--- config.mk ---
export PLATFORM = sky130hd
export DESIGN_NAME = divider_arbiter
export DESIGN_NICKNAME = d
export VERILOG_FILES = /design/src/rtl/divider_arbiter.sv
export SDC_FILE = /design/constraint.sdc
export NUM_CORES = 1
export LEC_CHECK = 0
export BUFFER_PORTS_ARGS = -buffer_cell sky130_fd_sc_hd__buf_2
export CORE_AREA = 2 2 181 183
export DETAILED_ROUTE_END_ITERATION = 16
export DIE_AREA = 0 0 183 185
export GPL_ROUTABILITY_DRIVEN = 0
export PLACE_DENSITY = 0.58
export SYNTH_ARGS = -nofsm -noshare
export SYNTH_HDL_FRONTEND = slang
export SYNTH_SLANG_ARGS = --single-unit
--- constraint.sdc ---
create_clock -name clk_in -period 5.9 [get_ports clk_in]
set_input_delay 1.475 -clock clk_in [delete_from_list [all_inputs] [get_ports clk_in]]
set_output_delay 1.475 -clock clk_in [all_outputs]
set_load 0.01 [all_outputs]
--- src/rtl/divider_arbiter.sv ---
// Round-robin front end that shares one iterative divider among NUM_REQ requesters.
// One division is in flight at a time. A zero divisor is answered without starting the divider, and a hung divider is aborted after TIMEOUT cycles.
module divider_arbiter #(
    parameter int NUM_REQ = 4,
    parameter int WIDTH   = 32,
    parameter int TIMEOUT = 128
) (
    input  logic                     clk_in,
    input  logic                     rst_in,
    input  logic [NUM_REQ-1:0]       req_valid_in,
    input  logic [NUM_REQ*WIDTH-1:0] req_dividend_in,
    input  logic [NUM_REQ*WIDTH-1:0] req_divisor_in,
    output logic [NUM_REQ-1:0]       req_ready_out,
    output logic [NUM_REQ-1:0]       resp_valid_out,
    output logic [WIDTH-1:0]         resp_quotient_out,
    output logic [WIDTH-1:0]         resp_remainder_out,
    output logic                     resp_error_out,
    output logic [WIDTH-1:0]         div_dividend_out,
    output logic [WIDTH-1:0]         div_divisor_out,
    output logic                     div_start_out,
    input  logic [WIDTH-1:0]         div_quotient_in,
    input  logic [WIDTH-1:0]         div_remainder_in,
    input  logic                     div_done_in,
    input  logic                     div_error_in,
    input  logic                     div_busy_in
);
    localparam int GW = (NUM_REQ > 1) ? $clog2(NUM_REQ) : 1;
    localparam int TW = $clog2(TIMEOUT + 1);

    typedef enum logic [1:0] {IDLE, ISSUE, WAIT, DELIVER} state_t;

    state_t             state_q, state_d;
    logic [GW-1:0]      last_grant_q, last_grant_d;
    logic [NUM_REQ-1:0] ready_q, ready_d;
    logic [NUM_REQ-1:0] resp_valid_q, resp_valid_d;
    logic [WIDTH-1:0]   quotient_q, quotient_d;
    logic [WIDTH-1:0]   remainder_q, remainder_d;
    logic               error_q, error_d;
    logic [WIDTH-1:0]   dividend_q, dividend_d;
    logic [WIDTH-1:0]   divisor_q, divisor_d;
    logic               start_q, start_d;
    logic [TW-1:0]      timer_q, timer_d;

    logic [GW:0]        cand;
    logic               grant_found;
    logic [GW-1:0]      grant_idx;
    logic [WIDTH-1:0]   sel_dividend;
    logic [WIDTH-1:0]   sel_divisor;

    // Round-robin search starting one past the last winner, wrapping at NUM_REQ
    always_comb begin
        grant_found = 1'b0;
        grant_idx   = '0;
        cand        = '0;
        for (int i = 1; i <= NUM_REQ; i++) begin
            cand = {1'b0, last_grant_q} + (GW+1)'(i);
            if (cand >= (GW+1)'(NUM_REQ)) begin
                cand = cand - (GW+1)'(NUM_REQ);
            end
            if (!grant_found && req_valid_in[cand[GW-1:0]]) begin
                grant_found = 1'b1;
                grant_idx   = cand[GW-1:0];
            end
        end
        sel_dividend = req_dividend_in[int'(grant_idx)*WIDTH +: WIDTH];
        sel_divisor  = req_divisor_in[int'(grant_idx)*WIDTH +: WIDTH];
    end

    always_comb begin
        state_d      = state_q;
        last_grant_d = last_grant_q;
        ready_d      = '0;
        resp_valid_d = '0;
        quotient_d   = quotient_q;
        remainder_d  = remainder_q;
        error_d      = error_q;
        dividend_d   = dividend_q;
        divisor_d    = divisor_q;
        start_d      = 1'b0;
        timer_d      = timer_q;
        case (state_q)
            IDLE: begin
                if (grant_found) begin
                    last_grant_d       = grant_idx;
                    ready_d[grant_idx] = 1'b1;
                    dividend_d         = sel_dividend;
                    divisor_d          = sel_divisor;
                    if (sel_divisor == '0) begin
                        quotient_d  = '0;
                        remainder_d = '0;
                        error_d     = 1'b1;
                        state_d     = DELIVER;
                    end else begin
                        state_d = ISSUE;
                    end
                end
            end
            ISSUE: begin
                if (!div_busy_in) begin
                    start_d = 1'b1;
                    timer_d = '0;
                    state_d = WAIT;
                end
            end
            WAIT: begin
                // A completion in the same cycle as the timeout still wins
                if (div_done_in) begin
                    quotient_d  = div_quotient_in;
                    remainder_d = div_remainder_in;
                    error_d     = div_error_in;
                    state_d     = DELIVER;
                end else if (timer_q >= TW'(TIMEOUT - 1)) begin
                    quotient_d  = '0;
                    remainder_d = '0;
                    error_d     = 1'b1;
                    state_d     = DELIVER;
                end else begin
                    timer_d = timer_q + 1'b1;
                end
            end
            DELIVER: begin
                resp_valid_d[last_grant_q] = 1'b1;
                state_d                    = IDLE;
            end
            default: state_d = IDLE;
        endcase
    end

    always_ff @(posedge clk_in) begin
        if (rst_in) begin
            state_q      <= IDLE;
            last_grant_q <= GW'(NUM_REQ - 1);
            ready_q      <= '0;
            resp_valid_q <= '0;
            quotient_q   <= '0;
            remainder_q  <= '0;
            error_q      <= 1'b0;
            dividend_q   <= '0;
            divisor_q    <= '0;
            start_q      <= 1'b0;
            timer_q      <= '0;
        end else begin
            state_q      <= state_d;
            last_grant_q <= last_grant_d;
            ready_q      <= ready_d;
            resp_valid_q <= resp_valid_d;
            quotient_q   <= quotient_d;
            remainder_q  <= remainder_d;
            error_q      <= error_d;
            dividend_q   <= dividend_d;
            divisor_q    <= divisor_d;
            start_q      <= start_d;
            timer_q      <= timer_d;
        end
    end

    assign req_ready_out      = ready_q;
    assign resp_valid_out     = resp_valid_q;
    assign resp_quotient_out  = quotient_q;
    assign resp_remainder_out = remainder_q;
    assign resp_error_out     = error_q;
    assign div_dividend_out   = dividend_q;
    assign div_divisor_out    = divisor_q;
    assign div_start_out      = start_q;

endmodule

; ---- Yosys cells after proc, flatten, opt, wreduce, memory -nomap -nowiden
; Index checks and enable logic that the tools add are counted.
[word_totals]
ff_bits = 150
in_bits = 329
elab_cells = 114
[classes]
addsub = 9
n_lt_le_gt_ge = 13
eq_ne = 9
n_shift = 2
muxes = 47
bitwise = 4
n_reduce_logical = 19
[ops]
columns = cell, n
row1 = indexed part select 128 x 8 -> 32 bit, 2
row2 = two-way mux 32 bit, 5
row3 = one-hot mux 32 bit (2 select lines), 2
row4 = zero test 32 bit, 1
row5 = two-way mux 2 bit, 13
row6 = two-way mux 8 bit, 3
row7 = "< comparator 2 x 3 -> 1 bit, second input constant", 6
row8 = one-hot mux 8 bit (2 select lines), 1
row9 = two-way mux 1 bit, 15
row10 = ">= comparator 3 bit, second input constant", 4
row11 = "inequality test 2 bit, second input constant", 5
row12 = "adder 8 x 1 -> 8 bit, second input constant", 1
row13 = binary-select mux 1 bit (select 2 bit), 4
row14 = ">= comparator 8 x 7 -> 1 bit, second input constant", 1
row15 = one-hot mux 2 bit (4 select lines), 1
row16 = AND reduction 4 bit, 2
row17 = "subtractor 2 x 1 -> 2 bit, second input constant", 4
row18 = "adder 2 x 2 -> 3 bit, second input constant", 2
row19 = logical AND 1 bit, 5
row20 = demux 1 bit (select 2 bit), 2
row21 = "equality test 2 bit, second input constant", 2
row22 = ">= comparator 2 x 1 -> 1 bit, second input constant", 2
row23 = inverter 1 bit, 4
row24 = nonzero test 2 bit, 2
row25 = other kinds (11), 14

; ---- Depth between registers and ports, before layout
[depth]
word_depth = 20
depth_mapped = 15
mapped_depth_nobuf = 11

; ---- Worst setup path after synthesis
; OpenSTA, ideal clock, no wires.
[synth_timing]
kind = input to register
start = input port req_valid_in[0]
end = register quotient_q[23], in the netlist resp_quotient_out[23]
t_arrival_ps = 4677
required_time_ps = 5754
slack_ps = 1077
cell_stages = 13
n_path_buf = 4
path_cell_list = clkbuf_1 mux4_2 o31ai_2 a221oi_2 buf_4 mux4_2 nor4_1 nand4_1 or3_1 buf_2 buf_4 nor2_1 a211oi_2
[synth_between]
elab_chain_len = 16
elab_cells_between_ends = 27
classes_between = eq/ne (2) / shift (1) / mux (16) / reduce/logical (8)
[synth_lines]
columns = item, line_no
row1 = from (decl), 10  ; input logic [NUM_REQ-1:0] req_valid_in,
row2 = binary-select mux 1 bit (select 2 bit), 60  ; if (!grant_found && req_valid_in[cand[GW-1:0]]) begin
row3 = two-way mux 1 bit (implied by the code), 60
row4 = two-way mux 1 bit, 60
row5 = zero test 1 bit, 60
row6 = logical AND 1 bit, 60
row7 = two-way mux 1 bit, 60
row8 = zero test 1 bit, 60
row9 = logical AND 1 bit, 60
row10 = two-way mux 1 bit, 60
row11 = zero test 1 bit, 60
row12 = logical AND 1 bit, 60
row13 = two-way mux 2 bit, 60
row14 = indexed part select 128 x 8 -> 32 bit, 66  ; sel_divisor = req_divisor_in[int'(grant_idx)*WIDTH +: WIDTH];
row15 = zero test 32 bit, 88  ; if (sel_divisor == '0) begin
row16 = inequality test 2 bit (no source line), n/a
row17 = AND reduction 4 bit (no source line) *, n/a
row18 = to (signal assigned), 147  ; quotient_q <= quotient_d;
row19 = to (decl), 36  ; logic [WIDTH-1:0] quotient_q, quotient_d;
; Mark *: on every way between the ends. The rest lies on a longest branch, timed or not. The select of a mux whose other input is x is not followed.
; A chain may end at the register's enable or synchronous reset.

; ---- Worst setup path in the final report
[layout_timing]
start = register last_grant_q[0]
end = register remainder_q[11], in the netlist resp_remainder_out[11]
[layout_between]
elab_chain_len = 19
elab_cells_between_ends = 43
classes_between = add/sub (8) / order compare (4) / eq/ne (2) / shift (1) / mux (20) / reduce/logical (8)
[layout_lines]
columns = item, line_no
row1 = from (decl), 33  ; logic [GW-1:0] last_grant_q, last_grant_d;
row2 = from (signal assigned), 132  ; last_grant_q <= GW'(NUM_REQ - 1);
row3 = from (signal assigned), 144  ; last_grant_q <= last_grant_d;
row4 = adder 2 x 1 -> 3 bit, 56  ; cand = {1'b0, last_grant_q} + (GW+1)'(i);
row5 = >= comparator 3 bit / subtractor 2 x 1 -> 2 bit (equally long branches), "57, 58"
row6 = two-way mux 2 bit, 57  ; if (cand >= (GW+1)'(NUM_REQ)) begin
row7 = binary-select mux 1 bit (select 2 bit), 60
row8 = two-way mux 1 bit (implied by the code), 60
row9 = two-way mux 1 bit, 60
row10 = zero test 1 bit, 60
row11 = logical AND 1 bit, 60
row12 = [3 not listed], n/a
row13 = two-way mux 1 bit, 60
row14 = zero test 1 bit, 60
row15 = logical AND 1 bit, 60
row16 = two-way mux 2 bit, 60
row17 = indexed part select 128 x 8 -> 32 bit, 66
row18 = zero test 32 bit, 88
row19 = inequality test 2 bit (no source line), n/a
row20 = AND reduction 4 bit (no source line) *, n/a
row21 = to (signal assigned), 148  ; remainder_q <= remainder_d;
row22 = to (decl), 37  ; logic [WIDTH-1:0] remainder_q, remainder_d;
; Marked as above.

==> impl_metrics.ini <==
[critical_path]
path_max_fanout = 128
path_cells = inv_1, ha_1, mux2i_1, a211oi_1, o2bb2ai_4, mux4_2, nor4_1, nand2_1, or3_4, buf_12, nor2_1, a211oi_2
critPathBufInv = 2
critPathKind = reg2reg
critPathLaunch = last_grant_q[0]
critical-path-max-stage-delay_ns = 0.89
critPathArrivalTime_ns = 5.67
crit_path_end_kind = flip-flop
worstReg2RegStart = last_grant_q[0]
crit_family = simple AND/OR/NAND/NOR gates
cp_data_required_time_ns = 6.18
cpMaxStageDelayCell = nor4_1
setup.worst_path.start_class = flip-flop

[global_route]
grt-ovfl-total = 0
grt_use_total = 0.193
grt_pass1_wl_um = 50600
grt_max_degree = 129
antenna_found_initial = 4
grt_pass1_vias = 8856

[routing]
m1WireLength_um = 14600
met3_length_um = 2490
num_vias = 9500
drtAntennaViolNets = 0
viasPerCell = 5.35
avgRoutedWirePerCell_um = 19.5
dr.pass1.iters = 5
wirelength_um = 34600
drtIter0Drc = 515
drc = 0
top_layer_used = met5
met2WireLength_um = 16700

[yosys]
synth_nets = 1309
ys_ff_latch = 150
synth-main-ff-cell = dfxtp_1
yosys_warnings = 0
yosys.area.top_type = dfxtp_1
synth.top_cells.by_count = 150 x dfxtp_1, 118 x nor2_1, 90 x clkbuf_1
synth_area_mm2 = 0.00903
synth_cell_types = 47
syn_inst = 970
synthArstFlopShare = 0
syn_area_per_cell_um2 = 9.31
yosysSeqAreaShare = 0.333
synth_edf_count = 0
synthDominantCellAreaShare = 0.333
synthTopCellsByArea = dfxtp_1 33%, a211oi_2 8.9%, mux4_2 8.0%
yosysMostFrequentCell = dfxtp_1

[clock_network]
worstSkewPairLatency_ns = 0.43
postCtsHoldBufs = 0
htree_levels = 4
root_buffer = clkbuf_16
cts_buffers = 17
tritoncts = built
post_cts_resized = 0
ctsLongestPathBuffers = 2
cts_sinks = 150
cts_setup_buffers = 0
clkTransAtPathRegs_ns = 0.06

[floorplan]
io-pin-count = 467
rows = 66
fp.dieArea_mm2 = 0.0339
chipWidth_um = 183
coreArea_mm2 = 0.0320
die_y_um = 185
start_util = 0.282

[timing]
setup_viol = 0
worst_clock_skew_ns = 0.0136
whs_ns = 0.451
tightestPinTransition_ns = 1.07
fin_crit_sh = 0.915
setup_tns_ns = 0
slew_viol_final = 0
rsz0062_at_grt = no
hold_violations = 0
max_freq_mhz = 185
maxSlewHeadroom = 0.288
finalCriticalPeriod_ns = 5.40

[cells_and_area]
drive_above_1_share = 0.452
layout.nets = 1695
fillers = 3285
area_growth_pct = 34.9

[worst_hold_path]
min_path_type = reg2reg
worstHoldStart = div_divisor_out[23]

[power_and_ir_drop]
leakage_nw = 5.29
p_per_area_mw_per_mm2 = 482
ir_drop_mv = 0.297

[flow_run]
maxCapViolations = 0

[place]
portBuffers = 466
dp_hpwl_um = 25000

[status]
run_status = finished, final reports clean
-- flip-flops by register name (all words and copies together) (netlist names) --
register / count
timer_q: 8
div_dividend_out: 32
last_grant_q: 2
resp_valid_out: 4
resp_remainder_out: 32
div_divisor_out: 32
resp_error_out: 1
req_ready_out: 4
div_start_out: 1
state_q: 2
resp_quotient_out: 32
-- routing by layer --
metal	GRT usage	vias to the layer above
met5	0	-
li1	-	4538
met2	0.327	367
met3	0.0549	34
met1	0.236	4559
met4	0.0608	2
-- cells in the final DEF (no fill, tap or decap), drive strengths merged, types with 2 or more instances in the layout --
master  count
buf       483
nor2b      36
bufinv      3
mux4       32
nand2      71
nand3b      2
a211oi    132
a32oi      64
dfxtp     150
ha         10
nor2      118
nand2b      5
o32ai       2
and2        5
a21oi      68
a32o       64
mux2        4
nor4       11
mux2i      40
or3         2
xor2        3
clkbuf     20
nor3        2
clkinv      5
nand4       4
inv         6
o21ai       6
nor4b       2
a211o       2
-- power by group --
part	internal (mW)	switching (mW)
Sequential	1.29	0.165
Combinational	1.31	1.98
Clock	0.669	0.451
Total	3.28	2.59
-- layout make-up --
type	instances	area, µm²	area share
Inverter	6	22.5	0.00185
Tap cell	408	510	0.0419
Timing Repair Buffer	483	2490	0.205
Antenna cell	1	2.50	0.000205
Clock buffer	20	447	0.0367
Clock inverter	9	130	0.0107
Multi-Input combinational cell	698	5570	0.457
Sequential cell	150	3000	0.247
-- cells by family (layout without fill, tap and decap cells) --
group                    Yosys count  in the layout  synth area share
buffers and inverters            122            518            0.0593
multiplexers                      76             76             0.129
AND/OR/NAND/NOR                  262            262             0.130
flip-flops                       150            150             0.333
adder cells (fa/ha/maj)           10             10            0.0139
other                              0              1                 0
XOR/XNOR                           3              3           0.00291
AO/OA/AOI/OAI                    347            347             0.332
-- worst min-delay path, cell delays in order (launching register included) --
cell and delay, ns:
dfxtp_1 0.30, nand2_1 0.05, a21oi_1 0.05
-- worst paths after layout --
kind / slack [ns] / cells after the start / to
setup reg to reg: 0.50 / 12 / resp_remainder_out[11]
hold / removal: 0.45 / 2 / div_divisor_out[23]
setup / recovery: 0.50 / 12 / resp_remainder_out[11]
hold reg to reg: 0.45 / 2 / div_divisor_out[23]
-- metrics by stage --
step           utilization  power (mW)  setup WS [ns]  std cells  instance area [µm²]
2_1_floorplan            -        3.73           1.08        970                 9030
3_3_place_gp         0.362        4.79          0.392       1745                11600
3_5_place_dp         0.362        4.82          0.306       1745                11600
4_1_cts              0.380        5.97          0.594       1774                12200
5_1_grt              0.380        6.30          0.262       1775                12200
6_report             0.380        5.87          0.503       1775                12200
Power figures use the tool's default switching activity.
